$ cat src/rtl/lms_core_if.sv
// lms_core_if: sample/result bus of the LMS engine.
// Carries the sample input handshake (x_in, d_in, in_valid, in_ready, adapt_en)
// and the registered result side (y_out, e_out, out_valid).
// master: sample source / result consumer.
// slave: the lms_core engine.
interface lms_core_if #(
  parameter int WIDTH = 8
);
  logic signed [WIDTH-1:0] x_in;
  logic signed [WIDTH-1:0] d_in;
  logic                    in_valid;
  logic                    in_ready;
  logic                    adapt_en;
  logic signed [WIDTH-1:0] y_out;
  logic signed [WIDTH-1:0] e_out;
  logic                    out_valid;

  modport master (
    output x_in, d_in, in_valid, adapt_en,
    input  in_ready, y_out, e_out, out_valid
  );

  modport slave (
    input  x_in, d_in, in_valid, adapt_en,
    output in_ready, y_out, e_out, out_valid
  );
endinterface

$ cat src/rtl/lms_core.sv
// lms_core: adaptive LMS FIR engine with a single time-shared multiplier.
// Each accepted sample runs a FILTER pass (TAPS MAC cycles), one ERROR cycle
// that registers y/e, then an UPDATE pass (TAPS weight-update cycles).
// Ports:
//   clk  - clock, rising edge
//   rst  - asynchronous active-high reset
//   bus  - lms_core_if.slave: x_in, d_in, in_valid, adapt_en in;
//          in_ready, y_out, e_out, out_valid out
// Optional feature macro: LMS_LEAK_EN (leaky LMS, w -= w >>> LEAK_SHIFT each
// update, applied even when adaptation is disabled).
module lms_core #(
  parameter int TAPS       = 4,
  parameter int WIDTH      = 8,
  parameter int COEF_W     = 16,
  parameter int FRAC       = 8,
  parameter int MU_SHIFT   = 4,
  parameter int LEAK_SHIFT = 8
) (
  input logic        clk,
  input logic        rst,
  lms_core_if.slave  bus
);

  localparam int ACC_W  = WIDTH + COEF_W + $clog2(TAPS) + 1;
  localparam int PROD_W = COEF_W + WIDTH;
  localparam int UPD_W  = PROD_W + 2;
  localparam int K_W    = $clog2(TAPS);
  localparam logic [K_W-1:0] K_LAST = K_W'(TAPS - 1);

  typedef enum logic [1:0] {
    IDLE,
    FILTER,
    ERROR,
    UPDATE
  } state_t;

  state_t                    state;
  state_t                    next_state;
  logic [K_W-1:0]            k;
  logic signed [ACC_W-1:0]   acc;
  logic signed [WIDTH-1:0]   x_dl [TAPS];
  logic signed [COEF_W-1:0]  w    [TAPS];
  logic signed [WIDTH-1:0]   d_lat;
  logic                      adapt_lat;

  logic signed [COEF_W-1:0]  mul_a;
  logic signed [PROD_W-1:0]  prod;
  logic signed [ACC_W-1:0]   acc_shift;
  logic signed [WIDTH-1:0]   y_sat;
  logic signed [WIDTH:0]     e_full;
  logic signed [WIDTH-1:0]   e_sat;
  logic signed [PROD_W-1:0]  delta;
  logic signed [PROD_W-1:0]  delta_g;
  logic signed [UPD_W-1:0]   w_sum;
  logic signed [COEF_W-1:0]  w_sat;
`ifdef LMS_LEAK_EN
  logic signed [COEF_W-1:0]  leak;
`endif

  // State register.
  always_ff @(posedge clk or posedge rst) begin
    if (rst) begin
      state <= IDLE;
    end else begin
      state <= next_state;
    end
  end

  // Next-state decode; in_ready is purely a function of being idle.
  always_comb begin
    next_state   = state;
    bus.in_ready = 1'b0;
    case (state)
      IDLE: begin
        bus.in_ready = 1'b1;
        if (bus.in_valid) next_state = FILTER;
      end
      FILTER:  if (k == K_LAST) next_state = ERROR;
      ERROR:   next_state = UPDATE;
      UPDATE:  if (k == K_LAST) next_state = IDLE;
      default: next_state = IDLE;
    endcase
  end

  // Shared multiplier: w[k]*x[k] while filtering, e*x[k] while updating.
  // e is sign-extended to the weight width so one COEF_W x WIDTH product serves both.
  always_comb begin
    mul_a = w[k];
    if (state == UPDATE) mul_a = COEF_W'(bus.e_out);
    prod = PROD_W'(mul_a) * PROD_W'(x_dl[k]);
  end

  // Output and error saturation. A value fits the narrower width when all
  // bits above its sign bit match the sign.
  always_comb begin
    acc_shift = acc >>> FRAC;
    if (acc_shift[ACC_W-1:WIDTH-1] == {(ACC_W-WIDTH+1){acc_shift[ACC_W-1]}})
      y_sat = acc_shift[WIDTH-1:0];
    else if (acc_shift[ACC_W-1])
      y_sat = {1'b1, {(WIDTH-1){1'b0}}};
    else
      y_sat = {1'b0, {(WIDTH-1){1'b1}}};

    e_full = (WIDTH+1)'(d_lat) - (WIDTH+1)'(y_sat);
    if (e_full[WIDTH] == e_full[WIDTH-1])
      e_sat = e_full[WIDTH-1:0];
    else if (e_full[WIDTH])
      e_sat = {1'b1, {(WIDTH-1){1'b0}}};
    else
      e_sat = {1'b0, {(WIDTH-1){1'b1}}};
  end

  // Weight update for tap k; delta is zeroed when adaptation was off at accept.
  always_comb begin
    delta   = prod >>> MU_SHIFT;
    delta_g = '0;
    if (adapt_lat) delta_g = delta;
`ifdef LMS_LEAK_EN
    leak  = w[k] >>> LEAK_SHIFT;
    w_sum = UPD_W'(w[k]) - UPD_W'(leak) + UPD_W'(delta_g);
`else
    w_sum = UPD_W'(w[k]) + UPD_W'(delta_g);
`endif
    if (w_sum[UPD_W-1:COEF_W-1] == {(UPD_W-COEF_W+1){w_sum[UPD_W-1]}})
      w_sat = w_sum[COEF_W-1:0];
    else if (w_sum[UPD_W-1])
      w_sat = {1'b1, {(COEF_W-1){1'b0}}};
    else
      w_sat = {1'b0, {(COEF_W-1){1'b1}}};
  end

  // Datapath: delay line, latches, accumulator, weights and result registers.
  always_ff @(posedge clk or posedge rst) begin
    if (rst) begin
      k             <= '0;
      acc           <= '0;
      d_lat         <= '0;
      adapt_lat     <= 1'b0;
      bus.y_out     <= '0;
      bus.e_out     <= '0;
      bus.out_valid <= 1'b0;
      for (int i = 0; i < TAPS; i++) begin
        x_dl[i] <= '0;
        w[i]    <= '0;
      end
    end else begin
      bus.out_valid <= 1'b0;
      case (state)
        IDLE: begin
          if (bus.in_valid) begin
            x_dl[0] <= bus.x_in;
            for (int i = 1; i < TAPS; i++) x_dl[i] <= x_dl[i-1];
            d_lat     <= bus.d_in;
            adapt_lat <= bus.adapt_en;
            acc       <= '0;
            k         <= '0;
          end
        end
        FILTER: begin
          acc <= acc + ACC_W'(prod);
          k   <= (k == K_LAST) ? '0 : k + 1'b1;
        end
        ERROR: begin
          bus.y_out     <= y_sat;
          bus.e_out     <= e_sat;
          bus.out_valid <= 1'b1;
        end
        UPDATE: begin
          w[k] <= w_sat;
          k    <= (k == K_LAST) ? '0 : k + 1'b1;
        end
        default: ;
      endcase
    end
  end

endmodule

$ cat src/flat_wrapper.sv
// flat-port wrapper written by rule: the top's interface ports become plain ports
module lms_core_flat 
#(
  parameter int TAPS       = 4,
  parameter int WIDTH      = 8,
  parameter int COEF_W     = 16,
  parameter int FRAC       = 8,
  parameter int MU_SHIFT   = 4,
  parameter int LEAK_SHIFT = 8
)
  (clk, rst, bus_x_in, bus_d_in, bus_in_valid, bus_adapt_en, bus_in_ready, bus_y_out, bus_e_out, bus_out_valid);
  lms_core_if #(.WIDTH(WIDTH)) bus_i ();
  input logic clk;
  input logic rst;
  input wire logic [$bits(bus_i.x_in)-1:0] bus_x_in;
  input wire logic [$bits(bus_i.d_in)-1:0] bus_d_in;
  input wire logic [$bits(bus_i.in_valid)-1:0] bus_in_valid;
  input wire logic [$bits(bus_i.adapt_en)-1:0] bus_adapt_en;
  output wire logic [$bits(bus_i.in_ready)-1:0] bus_in_ready;
  output wire logic [$bits(bus_i.y_out)-1:0] bus_y_out;
  output wire logic [$bits(bus_i.e_out)-1:0] bus_e_out;
  output wire logic [$bits(bus_i.out_valid)-1:0] bus_out_valid;
  assign bus_i.x_in = bus_x_in;
  assign bus_i.d_in = bus_d_in;
  assign bus_i.in_valid = bus_in_valid;
  assign bus_i.adapt_en = bus_adapt_en;
  assign bus_in_ready = bus_i.in_ready;
  assign bus_y_out = bus_i.y_out;
  assign bus_e_out = bus_i.e_out;
  assign bus_out_valid = bus_i.out_valid;
  lms_core #(.TAPS(TAPS), .WIDTH(WIDTH), .COEF_W(COEF_W), .FRAC(FRAC), .MU_SHIFT(MU_SHIFT), .LEAK_SHIFT(LEAK_SHIFT)) u_core (.clk(clk), .rst(rst), .bus(bus_i));
endmodule
$ cat config.mk
export PLATFORM = sky130hd
export DESIGN_NAME = lms_core_flat
export DESIGN_NICKNAME = d
export VERILOG_FILES = /design/src/rtl/lms_core_if.sv /design/src/rtl/lms_core.sv /design/src/flat_wrapper.sv
export SDC_FILE = /design/constraint.sdc
export NUM_CORES = 1
export LEC_CHECK = 0
export CAP_MARGIN = 20
export CORE_MARGIN = 3
export CORE_UTILIZATION = 64
export CTS_CLUSTER_SIZE = 8
export DETAILED_ROUTE_END_ITERATION = 10
export GPL_TIMING_DRIVEN = 0
export PLACE_DENSITY = 0.82
export SYNTH_ARGS = -nofsm -noshare
export SYNTH_HDL_FRONTEND = slang
export SYNTH_SLANG_ARGS = --single-unit
$ cat constraint.sdc
create_clock -name clk -period 11.6 [get_ports clk]
set_input_delay 1.74 -clock clk [delete_from_list [all_inputs] [get_ports clk]]
set_output_delay 1.74 -clock clk [all_outputs]
set_load 0.005 [all_outputs]
==> run metrics <==
Std-Cell Rows=54; NumNets Final=1866; Reg clk slew, reported paths=0.07 ns; initial antenna violation count=0; Worst EP required=11.94 ns; vias per cell=6.26; ys async rst share=1.00; starting density of the core=0.656; GRT overflow=0; CTS Hold Buffers Added=0; sequential area share after synthesis=0.266; R2R Setup Slk=1.16 ns; post-route cell area=15800 um2; total die area=24400 um2; critical path's most frequent cell=ha_1; Slew HR=0.295; Arr. time, crit path=10.78 ns; final worst-path cycle share=0.900; crit-path max FO=10; multi-input logic area=9610 um2; Worst Hold Endpoint=u_core.acc[3]; run status=complete, no violations; leading cell type in the layout, fill and taps excluded=inv_1; final setup TNS=0 ns; share of cells above drive strength 1=0.0997; reg-to-reg startpoint=u_core.k[1]; Cell Area, Synth=approximately 14000 um2; CTS tree=done; fillers=1559; post-DP HPWL=28.9 mm; sequential cell area=3830 um2; CP Class=reg -> reg; RePlAce Congestion=0.952; # setup viols final=0; worst skew pair latency=0.44 ns; root buf cell=clkbuf_16; Synth Flop Type=dfrtp_1; cell depth of the worst hold path=2; Die Span Y=156 um; Post-Synthesis Cells=1571; number of I/O port buffers=37; CTS Buffer Depth=2; Yosys warning count=0; PostCTS Resize Cnt=0; Hold Path Class=reg -> reg; startpoint types=flip-flop; WL final=37.6 mm; die width=156 um; Post-Place Cell Area=15200 um2; Final Slew Violations=0; Synth Register Bits=about 150; total track usage=0.320; highest clock rate=between 0.09 and 0.1 GHz; CP Capture Type=flip-flop; FF-to-FF End=u_core.w[3]; min-delay src=u_core.acc[3]; max incr delay on CP=0.78 ns; Worst Max-Slew Pin Slew=1.03 ns; r2r worst-path depth=34; area grow syn2layout=9.71%; DRC=0; # diodes=0; First DRT Iteration DRCs=~1100; Critical Path Start=u_core.k[1]; unrepaired setup endpoints after global routing=no; clock skew=0.0123 ns; Crit-path slowest cell=o21ai_1; syn avg cell area=around 9.2 um2; number of buffers added for setup after CTS=0; via count=12059; commonest cells after routing, fill and taps aside=179 x inv_1, 153 x dfrtp_1, 152 x nand2_1; post-route ant nets=0; Ports=38; Post-Syn Nets=1804; cts bufs inserted=17; library cells used by synthesis=74; Worst Hold Slack=0.495 ns; clock sink total=153; vias in the first global route=roughly 12000; pin count of the biggest net entering global routing=93; final design utilization=0.720; final hold vios=0; Pre-antenna DRT Iters=7; min cycle time layout=~10 ns; first-pass GRT wire length=62.3 mm; Post-synth EDFFs=0; Wirelength per Cell=19.6 um; Max Cap Violations=0; core area=22000 um2; H-tree levels=4
[synthesized netlist by cell type (17+ instances only)]
library cell,n,area (um2)
a21o_1,27,203
a21oi_1,58,290
and2_1,36,225
clkbuf_1,40,150
dfrtp_1,153,3830
fa_1,106,2120
ha_1,107,1340
inv_1,180,676
mux2_2,52,586
mux2i_1,19,190
nand2_1,152,571
nand3_1,67,335
nor2_1,132,495
nor2b_1,17,106
o211ai_1,63,473
o21ai_0,71,355
or2_2,26,163
xnor2_1,38,333
xor2_1,21,184
[layer usage]
metal  routed length, um  part of all wire  vias to the layer above  GRT usage
met5                   0                 0                        -          0
met4                1180             0.031                        0      0.114
met3                2690             0.072                       95     0.0433
met2               18300              0.49                      525      0.541
met1               15400              0.41                     5944      0.425
li1                    -                 -                     5495          -
[final cells by class]
| cell class | count | share of cell area |
|---|---|---|
| clock inverters | 14 | 0.0116 |
| flip-flops and latches | 153 | 0.242 |
| well taps | 280 | 0.0222 |
| multi-input cells | 1174 | 0.608 |
| clock buffers | 17 | 0.0269 |
| plain buffers | 63 | 0.0188 |
| inverters | 181 | 0.0433 |
| repair buffers | 43 | 0.0275 |
[state kept, by name (all words and copies together), names as in the netlist]
register and flops:
u_core.acc 27, u_core.adapt_lat 1, u_core.bus.e_out 8, u_core.bus.out_valid 1, u_core.bus.y_out 8, u_core.d_lat 8, u_core.k 2, u_core.state 2
u_core.w 64, u_core.x_dl 32
[stage by stage]
stage,worst slack [ns],instances
floorplan,3.14,1571
global placement,1.09,1888
detailed placement,1.04,1892
CTS,0.913,1923
global route,0.581,1925
finish,1.16,1925
[how the worst max path moves through the flow]
stage,end,cells after the start
after floorplan,u_core.w[13],33
after global placement,u_core.w[17],31
after detailed placement,u_core.w[27],30
after CTS,u_core.w[3],30
after global routing,u_core.w[3],35
final,u_core.w[3],34
[kinds of logic after synthesis]
group                    count (synthesis)  share of synthesized area
AND/OR/NAND/NOR                        493                      0.161
adder cells (fa/ha/maj)                213                      0.240
XOR/XNOR                                59                     0.0359
AO/OA/AOI/OAI                          322                      0.150
multiplexers                            87                     0.0788
buffers and inverters                  244                     0.0678
flip-flops                             153                      0.266
[worst max-delay path: cells and delay by family, from the launching register on]
family	cells	cell delay [ns]
AOI/OAI and AO/OA	12	3.48
xor gates and xnor gates	1	0.14
adders and majority gates	7	2.58
buffers and inverters	6	1.79
DFF	1	0.38
muxes	1	0.42
and+or+nand+nor	7	1.51
Power is left out: the tool's default activity adds up to more than one toggle a clock period on the data nets, which glitch-free logic cannot reach.
